===== src/rtl/vec_cfg_pkg.sv =====
// Shared constants, offset-to-index mapping and FSM encoding for the
// exception/interrupt vector configuration block.
package vec_cfg_pkg;

    localparam int NUM_VEC = 20;

    localparam logic [7:0] OFF_SP       = 8'h00;
    localparam logic [7:0] OFF_RESET    = 8'h04;
    localparam logic [7:0] OFF_NMI      = 8'h08;
    localparam logic [7:0] OFF_FAULT    = 8'h0C;
    localparam logic [7:0] OFF_IRQ_BASE = 8'h40;
    localparam logic [7:0] OFF_CTRL     = 8'h80;

    localparam logic [2:0] HSIZE_WORD = 3'b010;

    typedef enum logic [2:0] {
        ST_IDLE = 3'b001,
        ST_ERR1 = 3'b010,
        ST_ERR2 = 3'b100
    } state_t;

    // Offset within page 0 holds a vector (alignment is checked separately).
    function automatic logic is_vec_offset(input logic [7:0] off);
        return (off inside {OFF_SP, OFF_RESET, OFF_NMI, OFF_FAULT}) ||
               (off >= OFF_IRQ_BASE && off < OFF_CTRL);
    endfunction

    // 0x00..0x0C -> 0..3, 0x40..0x7C -> 4..19.
    function automatic logic [4:0] vec_index(input logic [7:0] off);
        return (off >= OFF_IRQ_BASE) ? 5'd4 + {1'b0, off[5:2]}
                                     : {3'b000, off[3:2]};
    endfunction

endpackage


===== src/rtl/vec_cfg_ctrl_if.sv =====
// AHB-lite transfer signals between the system bus master and the
// vector configuration slave.
interface vec_cfg_ctrl_if;

    logic        hsel;
    logic [31:0] haddr;
    logic [1:0]  htrans;
    logic [2:0]  hsize;
    logic        hwrite;
    logic [31:0] hwdata;
    logic [31:0] hrdata;
    logic        hready;
    logic        hresp;

    modport master (
        output hsel, haddr, htrans, hsize, hwrite, hwdata,
        input  hrdata, hready, hresp
    );

    modport slave (
        input  hsel, haddr, htrans, hsize, hwrite, hwdata,
        output hrdata, hready, hresp
    );

endinterface


===== src/rtl/vec_cfg_decode.sv =====
// Address-phase decode: maps an AHB address/size onto a vector index or the
// CTRL register and flags every address/size based error.
module vec_cfg_decode
    import vec_cfg_pkg::*;
(
    input  logic [31:0] haddr,
    input  logic [2:0]  hsize,
    output logic [4:0]  idx,
    output logic        is_vec,
    output logic        is_ctrl,
    output logic        dec_err
);

    logic [7:0] off;
    logic       page0;
    logic       aligned;
    logic       unused_hi;

    assign off       = haddr[7:0];
    assign page0     = (haddr[15:8] == 8'h00);
    assign aligned   = (haddr[1:0] == 2'b00);
    assign unused_hi = ^haddr[31:16];

    assign is_vec  = page0 && aligned && is_vec_offset(off);
    assign is_ctrl = page0 && (off == OFF_CTRL);
    assign idx     = is_vec ? vec_index(off) : 5'd0;
    assign dec_err = !(is_vec || is_ctrl) || (hsize != HSIZE_WORD);

endmodule


===== src/rtl/vec_cfg_ctrl.sv =====
// AHB-lite register file for the 20 exception/interrupt vectors with a sticky
// LOCK bit; refused transfers get the two-cycle AHB ERROR response.
module vec_cfg_ctrl
    import vec_cfg_pkg::*;
#(
    parameter logic [31:0] SP_RST  = 32'h2000_1000,
    parameter logic [31:0] VEC_RST = 32'h0000_0000
) (
    input  logic                   hclk,
    input  logic                   hresetn,
    vec_cfg_ctrl_if.slave          ahb,
    output logic [32*NUM_VEC-1:0]  vec_flat,
    output logic                   vec_upd,
    output logic                   lock_o
);

    state_t      state, state_nxt;
    logic [31:0] vec_q [NUM_VEC];
    logic        lock;
    logic        wr_pend;
    logic        wr_ctrl;
    logic [4:0]  wr_idx;

    logic [4:0]  idx;
    logic        is_vec, is_ctrl, dec_err;
    logic        accept, eff_lock, xfer_err, xfer_ok, commit_vec;
    logic [31:0] rd_data;
    logic        unused_trans;

    vec_cfg_decode u_decode (
        .haddr   (ahb.haddr),
        .hsize   (ahb.hsize),
        .idx     (idx),
        .is_vec  (is_vec),
        .is_ctrl (is_ctrl),
        .dec_err (dec_err)
    );

    assign unused_trans = ahb.htrans[0];

    // hready is low only in ERR1, so the address phase is sampled in every other state.
    assign accept     = ahb.hsel && ahb.htrans[1] && (state != ST_ERR1);
    assign eff_lock   = lock || (wr_pend && wr_ctrl && ahb.hwdata[0]);
    assign xfer_err   = dec_err || (ahb.hwrite && is_vec && eff_lock);
    assign xfer_ok    = accept && !xfer_err;
    assign commit_vec = wr_pend && !wr_ctrl;

    // Read mux with forwarding of the write currently in its data phase.
    always_comb begin
        // NOTE: every combinational output gets a default first so no path infers a latch.
        rd_data = '0;
        if (is_ctrl) begin
            rd_data = {31'b0, eff_lock};
        end else if (is_vec) begin
            rd_data = (commit_vec && wr_idx == idx) ? ahb.hwdata : vec_q[idx];
        end
    end

    always_comb begin
        state_nxt  = state;
        ahb.hready = 1'b1;
        ahb.hresp  = 1'b0;
        unique case (state)
            ST_IDLE: if (accept && xfer_err) state_nxt = ST_ERR1;
            ST_ERR1: begin
                ahb.hready = 1'b0;
                ahb.hresp  = 1'b1;
                state_nxt  = ST_ERR2;
            end
            ST_ERR2: begin
                ahb.hresp = 1'b1;
                state_nxt = (accept && xfer_err) ? ST_ERR1 : ST_IDLE;
            end
            default: state_nxt = ST_IDLE;
        endcase
    end

    // NOTE: all clocked state uses non-blocking assignments so every flop samples pre-edge values.
    always_ff @(posedge hclk or negedge hresetn) begin
        if (!hresetn) state <= ST_IDLE;
        else          state <= state_nxt;
    end

    always_ff @(posedge hclk or negedge hresetn) begin
        if (!hresetn) begin
            wr_pend    <= 1'b0;
            wr_ctrl    <= 1'b0;
            wr_idx     <= '0;
            lock       <= 1'b0;
            vec_upd    <= 1'b0;
            ahb.hrdata <= '0;
        end else begin
            wr_pend    <= xfer_ok && ahb.hwrite;
            vec_upd    <= commit_vec;
            ahb.hrdata <= (xfer_ok && !ahb.hwrite) ? rd_data : '0;
            if (xfer_ok) begin
                wr_ctrl <= is_ctrl;
                wr_idx  <= idx;
            end
            if (wr_pend && wr_ctrl && ahb.hwdata[0]) lock <= 1'b1;
        end
    end

    always_ff @(posedge hclk or negedge hresetn) begin
        if (!hresetn) begin
            // NOTE: storage is flops, not RAM, so each entry is reset to its architectural value.
            for (int i = 0; i < NUM_VEC; i++) vec_q[i] <= (i == 0) ? SP_RST : VEC_RST;
        end else if (commit_vec) begin
            vec_q[wr_idx] <= ahb.hwdata;
        end
    end

    for (genvar g = 0; g < NUM_VEC; g++) begin : g_flat
        assign vec_flat[32*g +: 32] = vec_q[g];
    end

    assign lock_o = lock;

endmodule


===== src/flat_wrapper.sv =====
// flat-port wrapper written by rule: the top's interface ports become plain ports
module vec_cfg_ctrl_flat import vec_cfg_pkg::*;
#(
    parameter logic [31:0] SP_RST  = 32'h2000_1000,
    parameter logic [31:0] VEC_RST = 32'h0000_0000
)
  (hclk, hresetn, vec_flat, vec_upd, lock_o, ahb_hsel, ahb_haddr, ahb_htrans, ahb_hsize, ahb_hwrite, ahb_hwdata, ahb_hrdata, ahb_hready, ahb_hresp);
  vec_cfg_ctrl_if ahb_i ();
  input  logic hclk;
  input  logic hresetn;
  output logic [32*NUM_VEC-1:0] vec_flat;
  output logic vec_upd;
  output logic lock_o;
  input wire logic [$bits(ahb_i.hsel)-1:0] ahb_hsel;
  input wire logic [$bits(ahb_i.haddr)-1:0] ahb_haddr;
  input wire logic [$bits(ahb_i.htrans)-1:0] ahb_htrans;
  input wire logic [$bits(ahb_i.hsize)-1:0] ahb_hsize;
  input wire logic [$bits(ahb_i.hwrite)-1:0] ahb_hwrite;
  input wire logic [$bits(ahb_i.hwdata)-1:0] ahb_hwdata;
  output wire logic [$bits(ahb_i.hrdata)-1:0] ahb_hrdata;
  output wire logic [$bits(ahb_i.hready)-1:0] ahb_hready;
  output wire logic [$bits(ahb_i.hresp)-1:0] ahb_hresp;
  assign ahb_i.hsel = ahb_hsel;
  assign ahb_i.haddr = ahb_haddr;
  assign ahb_i.htrans = ahb_htrans;
  assign ahb_i.hsize = ahb_hsize;
  assign ahb_i.hwrite = ahb_hwrite;
  assign ahb_i.hwdata = ahb_hwdata;
  assign ahb_hrdata = ahb_i.hrdata;
  assign ahb_hready = ahb_i.hready;
  assign ahb_hresp = ahb_i.hresp;
  vec_cfg_ctrl #(.SP_RST(SP_RST), .VEC_RST(VEC_RST)) u_core (.hclk(hclk), .hresetn(hresetn), .ahb(ahb_i), .vec_flat(vec_flat), .vec_upd(vec_upd), .lock_o(lock_o));
endmodule

===== config.mk =====
export PLATFORM = sky130hd
export DESIGN_NAME = vec_cfg_ctrl_flat
export DESIGN_NICKNAME = d
export VERILOG_FILES = /design/src/rtl/vec_cfg_pkg.sv /design/src/rtl/vec_cfg_ctrl_if.sv /design/src/rtl/vec_cfg_decode.sv /design/src/rtl/vec_cfg_ctrl.sv /design/src/flat_wrapper.sv
export SDC_FILE = /design/constraint.sdc
export NUM_CORES = 1
export LEC_CHECK = 0
export ABC_CLOCK_PERIOD_IN_PS = 3030
export BUFFER_PORTS_ARGS = -buffer_cell sky130_fd_sc_hd__buf_2
export CAP_MARGIN = 20
export CORE_AREA = 8 8 283 285
export CTS_CLUSTER_DIAMETER = 200
export DETAILED_ROUTE_END_ITERATION = 12
export DIE_AREA = 0 0 291 293
export GPL_ROUTABILITY_DRIVEN = 0
export PLACE_DENSITY = 0.73
export REMOVE_ABC_BUFFERS = 1
export SLEW_MARGIN = 20
export SYNTH_ARGS = -nofsm -noshare
export SYNTH_HDL_FRONTEND = slang
export SYNTH_SLANG_ARGS = --single-unit

===== constraint.sdc =====
create_clock -name hclk -period 3.03 [get_ports hclk]
set_clock_uncertainty 0.2 [all_clocks]
set_input_delay 0 -clock hclk [delete_from_list [all_inputs] [get_ports hclk]]
set_output_delay 0 -clock hclk [all_outputs]
set_load 0.01 [all_outputs]

=== Yosys cells after proc, flatten, opt, wreduce, memory -nomap -nowiden ===
Cells that the tools add are included.

* Bits in registers: 684
* Bits of input ports: 73
* Output and inout port bits: 676
* Logic and storage cells: 94

* Add/sub/neg operators: 1
* $lt $le $gt $ge: 5
* Equality and inequality tests: 11
* Muxes and demuxes: 17
* Bitwise logic cells: 2
* Reduce and logical (&&, ||, !) cells: 31

{| class="wikitable"
|+ Operator list
! cell !! count
|-
| $bwmux 640 || 1
|-
| $mux 32 || 7
|-
| $bmux 32 s5 || 1
|-
| $demux 32 s5 || 1
|-
| $logic_and 1x1->1 || 17
|-
| $eq 8x4->1 const B || 2
|-
| $logic_not 8->1 || 2
|-
| $ge 6x6->1 const B || 2
|-
| $not 5->6 || 2
|-
| $mux 5 || 2
|-
| $pmux 3 s3 || 1
|-
| $eq 8x3->1 const B || 1
|-
| $eq 8x8->1 const B || 1
|-
| $ge 8x7->1 const B || 1
|-
| $lt 8x8->1 const B || 1
|-
| $lt 6x1->1 const B || 1
|-
| $ne 3x2->1 const B || 2
|-
| $add 3x4->5 const A || 1
|-
| $eq 5x5->1 || 1
|-
| $logic_or 1x1->1 || 5
|-
| $logic_not 1->1 || 4
|-
| $reduce_bool 4->1 || 1
|-
| $eq 3x1->1 const B || 1
|-
| $eq 3x2->1 const B || 1
|-
| 7 further kinds || 8
|}

=== Depth between registers and ports, before layout ===
Gate-level depths: netlist (run 1).

* Depth after elaboration: 13
* Mapped depth: 13
* Gate-level depth less buffers: 9

=== By module ===
From an unflattened synthesis (run 1), not the netlist that was laid out.

* Cells, all modules: 1956
* Area total of the unflattened synthesis: 30479.2 sq um

{| class="wikitable"
|+ Modules (own cells, without submodules)
! module !! times used !! cells each !! area each (sq um) !! seq. area each (sq um)
|-
| vec_cfg_ctrl || 1 || 1933 || 30316.6 || 17120.2
|-
| vec_cfg_decode || 1 || 23 || 162.7 || 0.0
|}

=== Worst setup path before layout (run 1) ===
Ideal clock, no wire load.

* Path type: input to register
* Start point: input port ahb_haddr[4]
* End point: register u_core.ahb.hrdata[10]
* Arrival time: 2145 ps
* Path slack: 544 ps
* Stages: 11
* Path buffers: 2
* Cells stage by stage: inv_1 -> ha_1 -> clkbuf_1 -> nor4b_2 -> clkbuf_1 -> nand4_1 -> a2111oi_0 -> a311oi_1 -> o21a_1 -> o31ai_1 -> a31oi_1

* Word-level cells in the longest chain between the ends: 13
* Elaborated cells on any way between the ends: 34
* Those cells by class: add/sub (1); order compare (2); eq/ne (5); mux (9); bitwise (1); reduce/logical (16)

{| class="wikitable"
|+ RTL lines
! item !! RTL line !! text
|-
| from (decl) || flat_wrapper.sv:15 || <nowiki>input wire logic [$bits(ahb_i.haddr)-1:0] ahb_haddr;</nowiki>
|-
| $ge 8x7->1, or another cell as far along || vec_cfg_pkg.sv:25, vec_cfg_pkg.sv:30 ||
|-
| $logic_and 1x1->1 / $reduce_bool 4->1 (equally long branches) || vec_cfg_pkg.sv:25, vec_cfg_pkg.sv:24 ||
|-
| $logic_or 1x1->1 || vec_cfg_pkg.sv:24 || <nowiki>return (off inside {OFF_SP, OFF_RESET, OFF_NMI, OFF_FAULT}) ||</nowiki>
|-
| $logic_and 1x1->1 || vec_cfg_decode.sv:24 || <nowiki>assign is_vec = page0 && aligned && is_vec_offset(off);</nowiki>
|-
| $mux 5 || vec_cfg_decode.sv:26 || <nowiki>assign idx = is_vec ? vec_index(off) : 5'd0;</nowiki>
|-
| $not 5->6 (implied by the code) || vec_cfg_ctrl.sv:55 || <nowiki>rd_data = (commit_vec && wr_idx == idx) ? ahb.hwdata : vec_q[idx];</nowiki>
|-
| $bmux 32 s5 || vec_cfg_ctrl.sv:55 ||
|-
| $mux 32 (implied by the code) (2 in a row) || vec_cfg_ctrl.sv:55 ||
|-
| $mux 32 || vec_cfg_ctrl.sv:55 ||
|-
| $mux 32 || vec_cfg_ctrl.sv:54 || <nowiki>end else if (is_vec) begin</nowiki>
|-
| $mux 32 || vec_cfg_ctrl.sv:52 || <nowiki>if (is_ctrl) begin</nowiki>
|-
| $mux 32 * || vec_cfg_ctrl.sv:95 || <nowiki>ahb.hrdata <= (xfer_ok && !ahb.hwrite) ? rd_data : '0;</nowiki>
|-
| to (signal assigned) || vec_cfg_ctrl.sv:95 ||
|-
| to (decl) || vec_cfg_ctrl_if.sv:22 || <nowiki>output hrdata, hready, hresp</nowiki>
|}

Mark *: on every way between the ends. The rest lies on a longest branch, timed or not. The select of a mux whose other input is x is not followed.
A chain may end at the register's enable or synchronous reset.

=== Final worst setup path (run 1) ===
* Start point: input port ahb_haddr[15]
* End point: register u_core.ahb.hrdata[28]

* Word-level cells in the longest chain between the ends: 12
* Elaborated cells on any way between the ends: 24
* Those cells by class: eq/ne (1); mux (8); bitwise (1); reduce/logical (14)

{| class="wikitable"
|+ RTL lines
! item !! RTL line !! text
|-
| $logic_not 8->1 * || vec_cfg_decode.sv:20 || <nowiki>assign page0 = (haddr[15:8] == 8'h00);</nowiki>
|-
| $logic_and 1x1->1 (2 in a row) || vec_cfg_decode.sv:24 ||
|-
| $mux 5 || vec_cfg_decode.sv:26 ||
|-
| $not 5->6 (implied by the code) || vec_cfg_ctrl.sv:55 ||
|-
| $bmux 32 s5 || vec_cfg_ctrl.sv:55 ||
|-
| $mux 32 (implied by the code) (2 in a row) || vec_cfg_ctrl.sv:55 ||
|-
| $mux 32 || vec_cfg_ctrl.sv:55 ||
|-
| $mux 32 || vec_cfg_ctrl.sv:54 ||
|-
| $mux 32 || vec_cfg_ctrl.sv:52 ||
|-
| $mux 32 * || vec_cfg_ctrl.sv:95 ||
|}

Marked as above.

==> impl_metrics.tcl, run 1 <==
set metrics [dict create \
    ys_types 69 \
    finalSetupTns_ns 0 \
    hold_depth 6 \
    hp-start "ahb_hsize[1]" \
    synth_simple_gate_area_share_pct 7.23 \
    num_vias 28200 \
    cp.depth 12 \
    crit_arrival_ns 3.32 \
    startpoint "ahb_haddr[15]" \
    async_flop_share_pct 100 \
    cts_tree "yes" \
    row_count 101 \
    r2r_slack_ns 0.42 \
    port_buffers 731 \
    clock_sinks 684 \
    final_cell_mix "buf_2 (728), dfrtp_1 (681), mux2_2 (630)" \
    leakagePower_nw 18.7 \
    r2r_start "u_core.wr_ctrl" \
    hold_path.class "input pin to flip-flop" \
    synth-seq-area-share_pct 53.6 \
    area_delta_synth_final_pct 28.2 \
    maxCapViolCount 0 \
    boundaryPins 749 \
    clockRootBuffer "clkbuf_16" \
    placed_cell_area_mm2 0.0376 \
    setup_viol 0 \
    fin_crit_sh_pct 97.3 \
    synth_top_family_by_area "multiplexers" \
    grt_overflow 0 \
    grt_usage_pct 32.7 \
    drt-initial-drc-count 2968 \
    wl_um 147000 \
    r2r_end "u_core.vec_flat[498]" \
    synth_compound_area_share_pct 10.9 \
    layout_commonest_cell "buf_2" \
    drive_above_1_share_pct 49.1 \
    dieHeight_um 293 \
    status "finished clean" \
    cp_num_buf_inv 5 \
    critPathMaxStageDelay_ns 0.57 \
    tightest_slew_ns 0.725 \
    muxShareOfSynthArea_pct 24.4 \
    path_cells "buf_2, or4_1, buf_4, nor3_4, buf_4, buf_4, nand3_1, nand3_1, a31oi_1, a211o_1, a31oi_1, dlygate4sd3_1" \
    rsz0062_at_grt "no" \
    grt_pass1_vias 28400 \
    crit_path_end_kind "flip-flop" \
    cts_buffers 76 \
    vdd_drop_max_mv 0.531 \
    start_kind "input pin" \
    synthXorXnorAreaFrac_pct 0.164 \
    antenna_found_initial 5 \
    grt_pass1_wl_um 205000 \
    avgSynthCellArea_um2 12.0 \
    routed_via_density 6.34 \
    timing.critical_path.mode_cell "buf_4" \
    crit_type "input pin to flip-flop" \
    first_pass_iters 6 \
    synth-edff-count 0 \
    remaining_drc_errors 0 \
    start_util_pct 42.3 \
    fmax_mhz 339 \
    grt_max_degree 75 \
    clk_path_buf_depth 3 \
    synth-seq-cells 684 \
    netlist_instances 2653 \
    period_minus_slack_ns 2.95 \
    yosys_warnings 0 \
    cp_top_family "buffers and inverters" \
    hold_viol 0 \
    final_nets 3484 \
    power.density_mw_per_mm2 528 \
    path_max_fanout 16 \
    drt-wirelength-per-cell_um 32.9 \
    required_ns 3.40 \
    syn_area_mm2 0.0319 \
    r2r_cells 6 \
    hpwl_um 98800 \
    cts_max_level 3 \
    clock_latency_ns 0.64 \
    final-max-slew-violation-count 0 \
    holdPathEnd "u_core.wr_idx[3]" \
    synthAdderAreaFrac_pct 0.0783 \
    dieArea_mm2 0.0853 \
    die_w_um 291 \
    design_area_mm2 0.0410 \
    cp_slowest_cell "or4_1" \
    core_area_mm2 0.0754 \
    synthFlopType "dfrtp_1" \
    max_slew_margin_pct 51.5 \
    clkTransAtPathRegs_ns 0.06 \
    final_antenna_net_count 0 \
]
-- metal layers --
metal / part of all wire (%) / track usage, % / wire length, µm / up-vias
met2: 45 / 51.3 / 65900 / 2082
met3: 11 / 10.0 / 16000 / 566
met1: 37 / 39.4 / 53700 / 14200
met4: 7.4 / 20.1 / 10900 / 0
met5: 0 / 0 / 0 / -
li1: - / - / - / 11300
-- how the worst max path moves through the flow --
stage          slack (ns)                     to
3_3_place_gp          0.1  u_core.ahb.hrdata[30]
2_1_floorplan       -4.33   u_core.ahb.hrdata[7]
4_1_cts              0.03   u_core.ahb.hrdata[0]
5_1_grt              0.04  u_core.ahb.hrdata[28]
3_5_place_dp         0.12  u_core.ahb.hrdata[28]
6_report             0.08  u_core.ahb.hrdata[28]
-- report_power, final --
group	switching [mW]	internal, mW	leakage, nW	total (mW)
logic	1.14	0.728	9.09	1.87
registers	0.315	9.49	8.36	9.81
clock network	4.11	5.85	1.29	9.96
total	5.57	16.1	18.7	21.6
-- cell usage after synthesis (3+ instances only) --
cell,count,area [µm²]
o31ai_1,10,75.1
nand2_2,3,18.8
clkbuf_1,173,649
and4_1,20,175
nor2b_1,17,106
nand3_1,100,500
mux2_1,15,169
nand2_1,117,439
a211o_1,8,70.1
nor3_4,3,48.8
inv_1,10,37.5
o21ai_1,7,35.0
xnor2_1,4,35.0
and3_1,8,50.1
a211oi_1,9,67.6
mux2i_1,54,541
o21a_1,10,75.1
nor3_1,24,120
buf_4,4,30.0
o211ai_1,49,368
buf_6,3,33.8
buf_1,59,221
buf_2,34,170
or3_1,3,18.8
dfrtp_1,681,17000
a221oi_1,54,473
and2_1,17,106
nor2_1,99,372
a21oi_1,47,235
dfstp_2,3,78.8
a2111oi_0,37,324
o21bai_1,16,120
mux2_2,630,7090
a31oi_1,113,707
nand4_1,16,100
a311oi_1,13,114
nor3b_1,5,37.5
o21ai_0,136,681
-- registers in the layout (all words and copies together) (netlist names) --
name and cells:
u_core.wr_pend 1, u_core.vec_flat 640, u_core.wr_idx 5, u_core.vec_upd 1
u_core.lock_o 1, u_core.state 3, u_core.wr_ctrl 1, u_core.ahb.hrdata 32
-- metrics by stage --
| stage | power (mW) | worst slack (ns) | utilization (%) | cells | hold slack, ns |
|---|---|---|---|---|---|
| 6_report | 21.6 | 0.0827 | 54.3 | 4449 | 0.0147 |
| 3_3_place_gp | 11.7 | 0.0964 | 49.8 | 4240 | -0.0956 |
| 3_5_place_dp | 11.7 | 0.119 | 49.8 | 4240 | -0.0951 |
| 4_1_cts | 21.7 | 0.0346 | 54.2 | 4438 | 0.0381 |
| 2_1_floorplan | 10.6 | -4.33 | - | 2380 | -0.496 |
| 5_1_grt | 22.2 | 0.0355 | 54.3 | 4449 | 0.0373 |
-- cells by family after synthesis --
group | after synthesis
multiplexers | 699
flip-flops | 684
AO/OA/AOI/OAI | 526
AND/OR/NAND/NOR | 453
buffers and inverters | 283
XOR/XNOR | 6
adder cells (fa/ha/maj) | 2
-- worst min-delay path: stages --
cell and delay [ns]:
buf_2 0.10, nor3b_1 0.16, o21a_1 0.15, nand4_1 0.10, buf_4 0.18, o21ai_0 0.09
-- timing repair --
action                                 in CTS  in global routing
buffers inserted                            0                  9
endpoints found under the hold margin    1353                  6
resized for setup                           0                  4
setup endpoints to repair                   0                  3
hold buffers                               59                  1
-- final cells by class --
cell class                      count  area [µm²]
Inverter                           10        37.5
Multi-Input combinational cell   1686       13900
Timing Repair Buffer              951        6000
Tap cell                          978        1220
Clock inverter                     31         465
Clock buffer                      108        2210
Antenna cell                        1        2.50
Sequential cell                   684       17100
Fill cell                        6314       34500
No activity file was read; power rests on OpenSTA's default activity.
==> run 2, diff against run 1 <==
--- a/config.mk
+++ b/config.mk
@@ -8,14 +8,15 @@
 export ABC_CLOCK_PERIOD_IN_PS = 3030
 export BUFFER_PORTS_ARGS = -buffer_cell sky130_fd_sc_hd__buf_2
 export CAP_MARGIN = 20
-export CORE_AREA = 8 8 283 285
+export CORE_AREA = 5 5 290 292
 export CTS_CLUSTER_DIAMETER = 200
 export DETAILED_ROUTE_END_ITERATION = 12
-export DIE_AREA = 0 0 291 293
+export DIE_AREA = 0 0 295 297
 export GPL_ROUTABILITY_DRIVEN = 0
-export PLACE_DENSITY = 0.73
+export PLACE_DENSITY = 0.68
 export REMOVE_ABC_BUFFERS = 1
 export SLEW_MARGIN = 20
 export SYNTH_ARGS = -nofsm -noshare
 export SYNTH_HDL_FRONTEND = slang
+export SYNTH_HIERARCHICAL = 1
 export SYNTH_SLANG_ARGS = --single-unit
==> impl_metrics.tcl, run 2 <==
set metrics [dict create \
    final_nets 2826 \
    tightest_slew_ns 0.910 \
    yosys_warnings 6 \
    grt_usage_pct 24.8 \
    synth-seq-cells 684 \
    dieHeight_um 297 \
    hold_viol 0 \
    synth-seq-area-share_pct 56.2 \
    final-max-slew-violation-count 0 \
    grt_max_degree 110 \
    yosysMostFrequentCell "dfrtp_1" \
    path_max_fanout 8 \
    drt-initial-drc-count 1802 \
    syn_area_mm2 0.0305 \
    core_area_mm2 0.0813 \
    power_frac_seq_pct 46.9 \
    start_kind "input pin" \
    synth_top_cell_by_area "dfrtp_1" \
    rsz0062_at_grt "no" \
    cts_tree "yes" \
    utilization_pct 48.1 \
    antenna_found_initial 2 \
    start_util_pct 37.5 \
    synth-edff-count 0 \
    synthFlopType "dfrtp_1" \
    row_count 105 \
    p_clk_share_pct 45.7 \
    status "finished clean" \
    layout_commonest_cell "buf_2" \
    fin_crit_sh_pct 95.4 \
    drive_above_1_share_pct 63.1 \
    port_buffers 731 \
    clock_latency_ns 0.60 \
    synthTopCellsByArea "dfrtp_1 (56%), mux2_2 (22%), mux4_2 (12%)" \
    synth_top_area_share_pct 55.9 \
    multi_input_area_mm2 0.0126 \
    die_w_um 295 \
    num_vias 22200 \
    cts_max_level 3 \
    grt_overflow 0 \
    required_ns 3.37 \
    leakagePower_nw 17.9 \
    maxCapViolCount 0 \
    max_slew_margin_pct 39.2 \
    cts_buffers 77 \
    crit_arrival_ns 3.23 \
    placed_cell_area_mm2 0.0360 \
    crit_type "input pin to flip-flop" \
    hpwl_um 79200 \
    hold_path.class "input pin to flip-flop" \
    hold_buffers 53 \
    pwr-share-comb_pct 7.4 \
    clkTransAtPathRegs_ns 0.06 \
    power.density_mw_per_mm2 537 \
    intPower_mw 16.0 \
    grt_pass1_wl_um 164000 \
    dieArea_mm2 0.0876 \
    setup_viol 0 \
    holdWs_ns 0.0454 \
    cts_resized 0 \
    boundaryPins 749 \
    largest_register_ff_count 640 \
    crit_path_end_kind "flip-flop" \
    cts_setup_buffers 0 \
    fmax_mhz 346 \
    ff_latch_area_mm2 0.0171 \
    p_switching_mw 4.97 \
    area_delta_synth_final_pct 28.3 \
    avgSynthCellArea_um2 15.6 \
    clockRootBuffer "clkbuf_16" \
    finalWorstSetupSlack_ns 0.138 \
    grt_pass1_vias 23600 \
    wl_um 112000 \
    sw_frac_of_total_pct 23.7 \
    num-fill-cells 7039 \
    pre_cts_slack_ns 0.0345 \
    routed_via_density 5.72 \
    vdd_drop_max_mv 0.370 \
    remaining_drc_errors 0 \
    design_area_mm2 0.0391 \
    period_minus_slack_ns 2.89 \
    final_antenna_net_count 0 \
    ys_top_cells_by_count "dfrtp_1 (681), mux2_2 (608), mux4_2 (160)" \
    final_cell_mix "buf_2 (730), dfrtp_1 (681), mux2_2 (608)" \
    clk_path_buf_depth 3 \
    async_flop_share_pct 100 \
    first_pass_iters 5 \
    ys_types 39 \
    netlist_instances 1956 \
    clock_sinks 684 \
    drt-wirelength-per-cell_um 28.9 \
]
## run 2: changes by cell type in the layout (fill, tap and decap cells not counted), sizes merged, moves of 58 or more
cell and delta:
nor2 -89, nand3 -98, a31oi -110, o21ai -109
a22oi +58, nand2 -70, mux4 +160
## run 2: final timing paths
check	from	endpoint	slack [ns]	cells past startpoint
max	ahb_haddr[6]	u_core/wr_pend	0.14	9
min in group asynchronous	hresetn	u_core/state[0]	0.50	3
max reg2reg	u_core/wr_ctrl	u_core/vec_flat[552]	0.31	7
max in group asynchronous	hresetn	u_core/vec_flat[243]	1.43	5
min reg2reg	u_core/vec_flat[392]	u_core/vec_flat[392]	0.32	1
min	ahb_haddr[11]	u_core/ahb.hrdata[0]	0.05	8
## run 2: power by group through the flow
stage / Clock [mW] / Combinational, mW / Sequential [mW]
floorplan: 0 / 0.469 / 10.0
global placement: 0 / 1.47 / 9.98
detailed placement: 0 / 1.51 / 10.0
CTS: 9.81 / 1.57 / 9.85
global route: 10.2 / 1.68 / 9.88
finish: 9.60 / 1.55 / 9.85
## run 2: metal layers
metal	GRT usage, %	share of wire [%]	wire length, µm	vias to the layer above
met5	0	0.0062	7	-
met4	10.5	4.9	5450	2
met3	6.67	9.6	10800	346
met2	41.1	49	54800	1299
met1	30.7	37	41200	11600
li1	-	-	-	8920
## run 2: cell type report
cell class	instances	area share [%]
clock buffers	116	5.77
flip-flops and latches	684	43.8
diodes	3	0.0192
repair buffers	905	13.8
well taps	1070	3.42
multi-input cells	1076	32.3
inverters	7	0.0672
clock inverters	19	0.861
## run 2: metrics by stage
step                setup TNS [ns]  instances  total power [mW]
floorplan                  -988.44       1767              10.5
CTS                              0       3877              21.2
detailed placement               0       3689              11.5
global route                     0       3877              21.7
finish                           0       3880              21.0
global placement                 0       3689              11.5
## run 2: kinds of logic (layout without fill, tap and decap cells)
logic type      count (synthesis)  in the layout  share of synthesized area, %
xor+xnor                        5              5                         0.144
buf+inv                       196           1047                          2.81
compound gates                134            134                          2.79
flops                         684            684                          56.2
fa+ha+maj                       2              2                        0.0821
other cells                     0              3                             0
mux                           806            806                          35.7
simple gates                  129            129                          2.32
## run 2: critical path: stages
cell           delay, ns
dlygate4sd3_1       0.52
buf_2               0.14
nor2_1              0.11
nor4b_1             0.30
dlygate4sd3_1       0.61
nand3b_1            0.12
or4_1               0.74
nor2_1              0.14
dlygate4sd3_1       0.55
